===== src/rtl/mpsram_arbiter.sv =====
`default_nettype none
// ============================================================================
// Module   : mpsram_arbiter
// Purpose  : Round-robin arbiter sharing a dual-port SRAM array. Port A
//            serves write requesters and port B serves read requesters. A read
//            that targets the address being written in the same cycle is held
//            off one cycle. Read data is returned tagged with the requester id.
// Revision : 1.0 - initial release
// ============================================================================
module mpsram_arbiter #(
   parameter int NWR       = 16,
   parameter int NRD       = 16,
   parameter int DWIDTH    = 32,
   parameter int NRAMWIDHT = 5,
   parameter int AWIDTH    = 13,
   localparam int AW       = NRAMWIDHT + AWIDTH,
   localparam int WIDW     = $clog2(NWR),
   localparam int WIDR     = $clog2(NRD)
) (
   input  logic                  clk_in,
   input  logic                  rst_in,
   input  logic [NWR-1:0]        wr_req_in,
   input  logic [NWR*AW-1:0]     wr_addr_in,
   input  logic [NWR*DWIDTH-1:0] wr_data_in,
   output logic [NWR-1:0]        wr_gnt_out,
   input  logic [NRD-1:0]        rd_req_in,
   input  logic [NRD*AW-1:0]     rd_addr_in,
   output logic [NRD-1:0]        rd_gnt_out,
   output logic                  rd_valid_out,
   output logic [WIDR-1:0]       rd_id_out,
   output logic [DWIDTH-1:0]     rd_data_out,
   output logic                  sram_en_a_out,
   output logic                  sram_we_a_out,
   output logic [AW-1:0]         sram_addr_a_out,
   output logic [DWIDTH-1:0]     sram_d_a_out,
   output logic                  sram_en_b_out,
   output logic                  sram_we_b_out,
   output logic [AW-1:0]         sram_addr_b_out,
   input  logic [DWIDTH-1:0]     sram_d_b_in
);

   logic [WIDW-1:0]   wptr;
   logic [WIDR-1:0]   rptr;
   logic [WIDW-1:0]   wr_sel;
   logic [WIDR-1:0]   rd_sel;
   logic [WIDW:0]     wr_idx;
   logic [WIDR:0]     rd_idx;
   logic              wr_found;
   logic              rd_found;
   logic              wr_any;
   logic              rd_any;
   logic              collision;
   logic [AW-1:0]     rd_cand_addr;

   // Write candidate: first requester at or after wptr, wrapping modulo NWR
   always_comb begin
      wr_found = 1'b0;
      wr_sel   = '0;
      wr_idx   = '0;
      for (int k = 0; k < NWR; k++) begin
         wr_idx = {1'b0, wptr} + (WIDW+1)'(k);
         if (wr_idx >= (WIDW+1)'(NWR))
            wr_idx = wr_idx - (WIDW+1)'(NWR);
         if (!wr_found && wr_req_in[wr_idx[WIDW-1:0]]) begin
            wr_found = 1'b1;
            wr_sel   = wr_idx[WIDW-1:0];
         end
      end
   end

   // Read candidate: same search over rd_req_in starting at rptr
   always_comb begin
      rd_found = 1'b0;
      rd_sel   = '0;
      rd_idx   = '0;
      for (int k = 0; k < NRD; k++) begin
         rd_idx = {1'b0, rptr} + (WIDR+1)'(k);
         if (rd_idx >= (WIDR+1)'(NRD))
            rd_idx = rd_idx - (WIDR+1)'(NRD);
         if (!rd_found && rd_req_in[rd_idx[WIDR-1:0]]) begin
            rd_found = 1'b1;
            rd_sel   = rd_idx[WIDR-1:0];
         end
      end
   end

   // Write grant and port A mux; grants are forced low during reset
   always_comb begin
      wr_gnt_out      = '0;
      sram_addr_a_out = '0;
      sram_d_a_out    = '0;
      wr_any          = wr_found && !rst_in;
      if (wr_any) begin
         for (int i = 0; i < NWR; i++) begin
            if (wr_sel == WIDW'(i)) begin
               wr_gnt_out[i]   = 1'b1;
               sram_addr_a_out = wr_addr_in[i*AW +: AW];
               sram_d_a_out    = wr_data_in[i*DWIDTH +: DWIDTH];
            end
         end
      end
      sram_en_a_out = wr_any;
      sram_we_a_out = wr_any;
   end

   // Read grant with collision hold-off; the write always wins a same-address clash
   always_comb begin
      rd_cand_addr = '0;
      for (int i = 0; i < NRD; i++) begin
         if (rd_sel == WIDR'(i))
            rd_cand_addr = rd_addr_in[i*AW +: AW];
      end
      collision       = wr_any && (rd_cand_addr == sram_addr_a_out);
      rd_any          = rd_found && !collision && !rst_in;
      rd_gnt_out      = '0;
      sram_addr_b_out = '0;
      if (rd_any) begin
         rd_gnt_out[rd_sel] = 1'b1;
         sram_addr_b_out    = rd_cand_addr;
      end
      sram_en_b_out = rd_any;
      sram_we_b_out = 1'b0;
   end

   // Round-robin pointers advance past the granted index; hold when nothing granted
   always_ff @(posedge clk_in or posedge rst_in) begin
      if (rst_in) begin
         wptr <= '0;
         rptr <= '0;
      end else begin
         if (wr_any)
            wptr <= (wr_sel == WIDW'(NWR-1)) ? '0 : wr_sel + 1'b1;
         if (rd_any)
            rptr <= (rd_sel == WIDR'(NRD-1)) ? '0 : rd_sel + 1'b1;
      end
   end

   // Return stage aligned with the one-cycle SRAM read latency
   always_ff @(posedge clk_in or posedge rst_in) begin
      if (rst_in) begin
         rd_valid_out <= 1'b0;
         rd_id_out    <= '0;
      end else begin
         rd_valid_out <= rd_any;
         if (rd_any)
            rd_id_out <= rd_sel;
      end
   end

   assign rd_data_out = rd_valid_out ? sram_d_b_in : '0;

endmodule
`default_nettype wire


===== config.mk =====
export PLATFORM = sky130hd
export DESIGN_NAME = mpsram_arbiter
export DESIGN_NICKNAME = d
export VERILOG_FILES = /design/src/rtl/mpsram_arbiter.sv
export SDC_FILE = /design/constraint.sdc
export NUM_CORES = 1
export LEC_CHECK = 0
export ABC_CLOCK_PERIOD_IN_PS = 14000
export CORE_AREA = 8 8 503 505
export CTS_BUF_LIST = sky130_fd_sc_hd__clkbuf_16
export DETAILED_ROUTE_END_ITERATION = 10
export DIE_AREA = 0 0 511 513
export PLACE_DENSITY_LB_ADDON = 0.3
export SLEW_MARGIN = 40
export SYNTH_ARGS = -nofsm -noshare
export SYNTH_HDL_FRONTEND = slang
export SYNTH_SLANG_ARGS = --single-unit

===== constraint.sdc =====
create_clock -name clk_in -period 14 [get_ports clk_in]
set_clock_uncertainty 0.1 [all_clocks]
set_input_delay 2.8 -clock clk_in [delete_from_list [all_inputs] [get_ports clk_in]]
set_output_delay 2.8 -clock clk_in [all_outputs]
set_load 0.01 [all_outputs]

==> flow_metrics.py <==
metrics = {
    "logic_synthesis": {
        "async_flop_share_pct": 100.0,
        "synth_edf_count": 0,
        "yosysTopAreaCell": "mux4_2",
        "synthTopCellsByArea": "mux4_2 (9.1%), nor2_1 (6.6%), nand2_1 (5.6%)",
        "synth-warning-count": 0,
        "synth_area_per_cell_um2": 6.614,
        "ys_types": 99,
        "synth_xor_area_share_pct": 1.936,
        "synth_seq_cells": 13,
        "ys_seq_area_share_pct": 1.997,
        "synthMuxAreaShare_pct": 16.89,
        "synth_fp_nets": 3639,
        "yosysTopAreaCellShare_pct": 9.125,
        "yosys.area_share.simple_pct": 23.97,
        "synth_top_family_by_area": "compound AO/OA/AOI/OAI gates",
        "synthFlopType": "dfrtp_1",
        "syn_area_um2": 16290,
        "syn_inst": 2463,
        "synthAdderAreaFrac_pct": 1.690,
        "synth_compound_area_share_pct": 45.89,
    },
    "sta": {
        "drv_slew": 0,
        "tightest_slew_ns": 0.8922,
        "relSlewSlack_pct": 39.99,
        "finalHoldViolCount": 0,
        "finalCritPeriodShare_pct": 97.87,
        "fmax_ghz": 0.07299,
        "holdWs_ns": 0.4078,
        "worst_slack_ns": 0.2987,
        "finalCriticalPeriod_ns": 13.70,
        "setup_violations": 0,
    },
    "global_route": {
        "grt_max_degree": 86,
        "grt_pass1_wl_um": 346200,
        "grt_overflow": 0,
        "track_usage_pct": 20.13,
        "first_global_vias": 29670,
        "antenna_found_initial": 266,
    },
    "layout": {
        "area_delta_synth_final_pct": 118.5,
        "multi_input_area_um2": 15220,
        "drive_gt1_share_pct": 14.41,
        "final_area_um2": 35590,
        "regArea_um2": 326.6,
        "nFillCells": 28190,
        "fin_nets": 4987,
    },
    "clock_tree": {
        "cts_made_buffers": 3,
        "cts_htree_levels": 1,
        "cts_tree": "built",
        "cts_sinks": 13,
        "clkTransAtPathRegs_ns": 0.07,
        "hold_buffers": 0,
        "cts_buffer_depth": 2,
        "clock_latency_ns": 0.28,
        "cts_root_buf": "clkbuf_16",
    },
    "detailed_routing": {
        "ant_nets": 0,
        "drt_iter0_markers": 2363,
        "vias_per_cell": 4.151,
        "drt-pass1-iter-count": 6,
        "post-route-drc-count": 0,
        "finalWirelength_um": 282300,
        "vias": 29520,
        "wl_per_cell_um": 39.69,
    },
    "placement": {
        "placed_cell_area_um2": 35210,
        "io_buffer_count": 1293,
        "pre_cts_ws_ns": -0.2181,
        "place_congestion": 0.9313,
        "hpwlAfterDp_um": 253200,
    },
    "critical_path": {
        "worst_setup_path_end_kind": "output pin",
        "cp_max_fo": 9,
        "critical_path_class": "input pin to output pin",
        "cp-start-kind": "input pin",
        "critical_path_required_ns": 11.10,
        "reg2reg_depth": 30,
        "cp.arrival_ns": 10.80,
    },
    "min_path": {
        "hold_class": "flip-flop to flip-flop",
        "hold_depth": 1,
    },
    "floorplanning": {
        "die-area_um2": 262100,
        "initial_core_util_pct": 6.654,
        "die_x_um": 511,
        "core_um2": 244800,
        "rows": 182,
        "fp.dieH_um": 513,
        "ioPinCount": 1295,
    },
    "run": {
        "maxCapViolations": 0,
    },
    "run_status": {
        "status": "complete, no violations",
    },
}
path summary, 6_finish.rpt:
check	from	endpoint	slack, ns
worst max-delay path	wr_req_in[9]	sram_addr_b_out[7]	0.30
worst min-delay path	rd_id_out[2]	rd_id_out[2]	0.41
worst max register to register	rptr[0]	rd_id_out[0]	5.15
worst min register to register	rd_id_out[2]	rd_id_out[2]	0.41
max in group asynchronous	rst_in	rptr[2]	10.54
min in group asynchronous	rst_in	rd_valid_out	2.95
layout by cell type, fill, tap and decap left out, drive strengths merged, types with 43 or more instances in the layout:
master	instances
o22ai	79
a22oi	117
diode	82
a221o	56
nor3	97
o221ai	49
a21oi	174
a211oi	92
a221oi	53
nand3	49
mux2i	78
clkdlybuf4s50	1272
nand2	241
mux4	66
o21ai	160
buf	333
mux2	43
nor2	289
cell families after synthesis:
kind of cell	Yosys count
and+or+nand+nor	844
buffers and inverters	305
DFF	13
other	1
xor gates and xnor gates	36
AOI/OAI and AO/OA	1055
muxes	187
adders and majority gates	22
synthesized netlist by cell type, types with 7 or more instances:
| master | number |
|---|---|
| mux2_2 | 36 |
| o221ai_1 | 49 |
| o31ai_1 | 11 |
| a221oi_1 | 52 |
| dfrtp_1 | 13 |
| a2bb2oi_1 | 8 |
| or4_1 | 7 |
| nor4_1 | 31 |
| o2111ai_1 | 13 |
| xor2_1 | 13 |
| a211oi_1 | 92 |
| a2111oi_0 | 37 |
| o22ai_1 | 79 |
| a31oi_1 | 31 |
| o21ai_0 | 156 |
| a22o_1 | 7 |
| nand2_1 | 241 |
| nor2_1 | 287 |
| buf_1 | 25 |
| o21bai_1 | 7 |
| and2_1 | 38 |
| a221o_1 | 56 |
| a21o_1 | 36 |
| buf_4 | 8 |
| nor2b_1 | 12 |
| o211ai_1 | 27 |
| a21oi_1 | 173 |
| mux2i_1 | 78 |
| inv_1 | 35 |
| clkbuf_1 | 202 |
| mux2_1 | 7 |
| nor3_1 | 94 |
| o21a_1 | 13 |
| nand4_1 | 15 |
| buf_2 | 26 |
| a22oi_1 | 117 |
| mux4_2 | 66 |
| nand2b_1 | 13 |
| a311oi_1 | 9 |
| and3_1 | 20 |
| nand3_1 | 48 |
| ha_1 | 22 |
| xnor2_1 | 23 |
per-layer routing:
metal  GRT usage, %  share of wire (%)
met3          5.228                7.1
met4          8.703                5.3
met1          19.02                 32
met2          40.45                 55
met5              0               0.25
layout make-up:
class                      count  area share [%]
antenna                       82          0.5765
clock buffer                   3          0.2109
clock inverter                 1         0.01055
inverter                      40          0.4324
multi-input combinational   2145           42.76
sequential                    13          0.9175
tap                         3220           11.32
timing repair buffer        1608           43.77
worst max-delay path: stages:
cell and delay [ns]:
clkdlybuf4s50_1 0.58, mux4_2 0.59, mux4_2 0.58, or4b_4 0.59
or4_1 0.49, nor2_4 0.18, o21ai_0 0.12, nand2_1 0.08
o31ai_1 0.10, buf_4 0.19, ha_4 0.16, clkinv_1 0.08
nor2_4 0.07, buf_4 0.14, a221o_1 0.31, o21ai_0 0.29
a31oi_1 0.10, a221o_1 0.42, o31ai_1 0.50, a31oi_1 0.32
buf_4 0.24, o22a_1 0.24, nand4_1 0.12, or4_4 0.14
o21ai_4 0.06, buf_4 0.21, nor2b_1 0.41, clkdlybuf4s50_1 0.65
sequential cells by signal, summed over array words and instances (netlist names):
register and flops:
rd_id_out 4, rd_valid_out 1, rptr 4, wptr 4
what timing repair did:
action / CTS / global route
gates cloned: 0 / 0
resized for setup: 4 / 9
buffers inserted: 0 / 4
pin swaps: 1 / 4
hold endpoints to repair: 0 / 0
endpoints found under the setup margin: 27 / 27
metrics by stage:
| stage | TNS (ns) | std cells | utilization (%) |
|---|---|---|---|
| 2_1_floorplan | 0 | 2463 | - |
| 3_3_place_gp | -8.168 | 7020 | 14.34 |
| 3_5_place_dp | -2.897 | 7022 | 14.38 |
| 4_1_cts | 0 | 7026 | 14.43 |
| 5_1_grt | -0.006790 | 7081 | 14.51 |
| 6_report | 0 | 7112 | 14.54 |
Power is left out: the tool's default activity adds up to more than one toggle a clock period on the data nets, which glitch-free logic cannot reach.
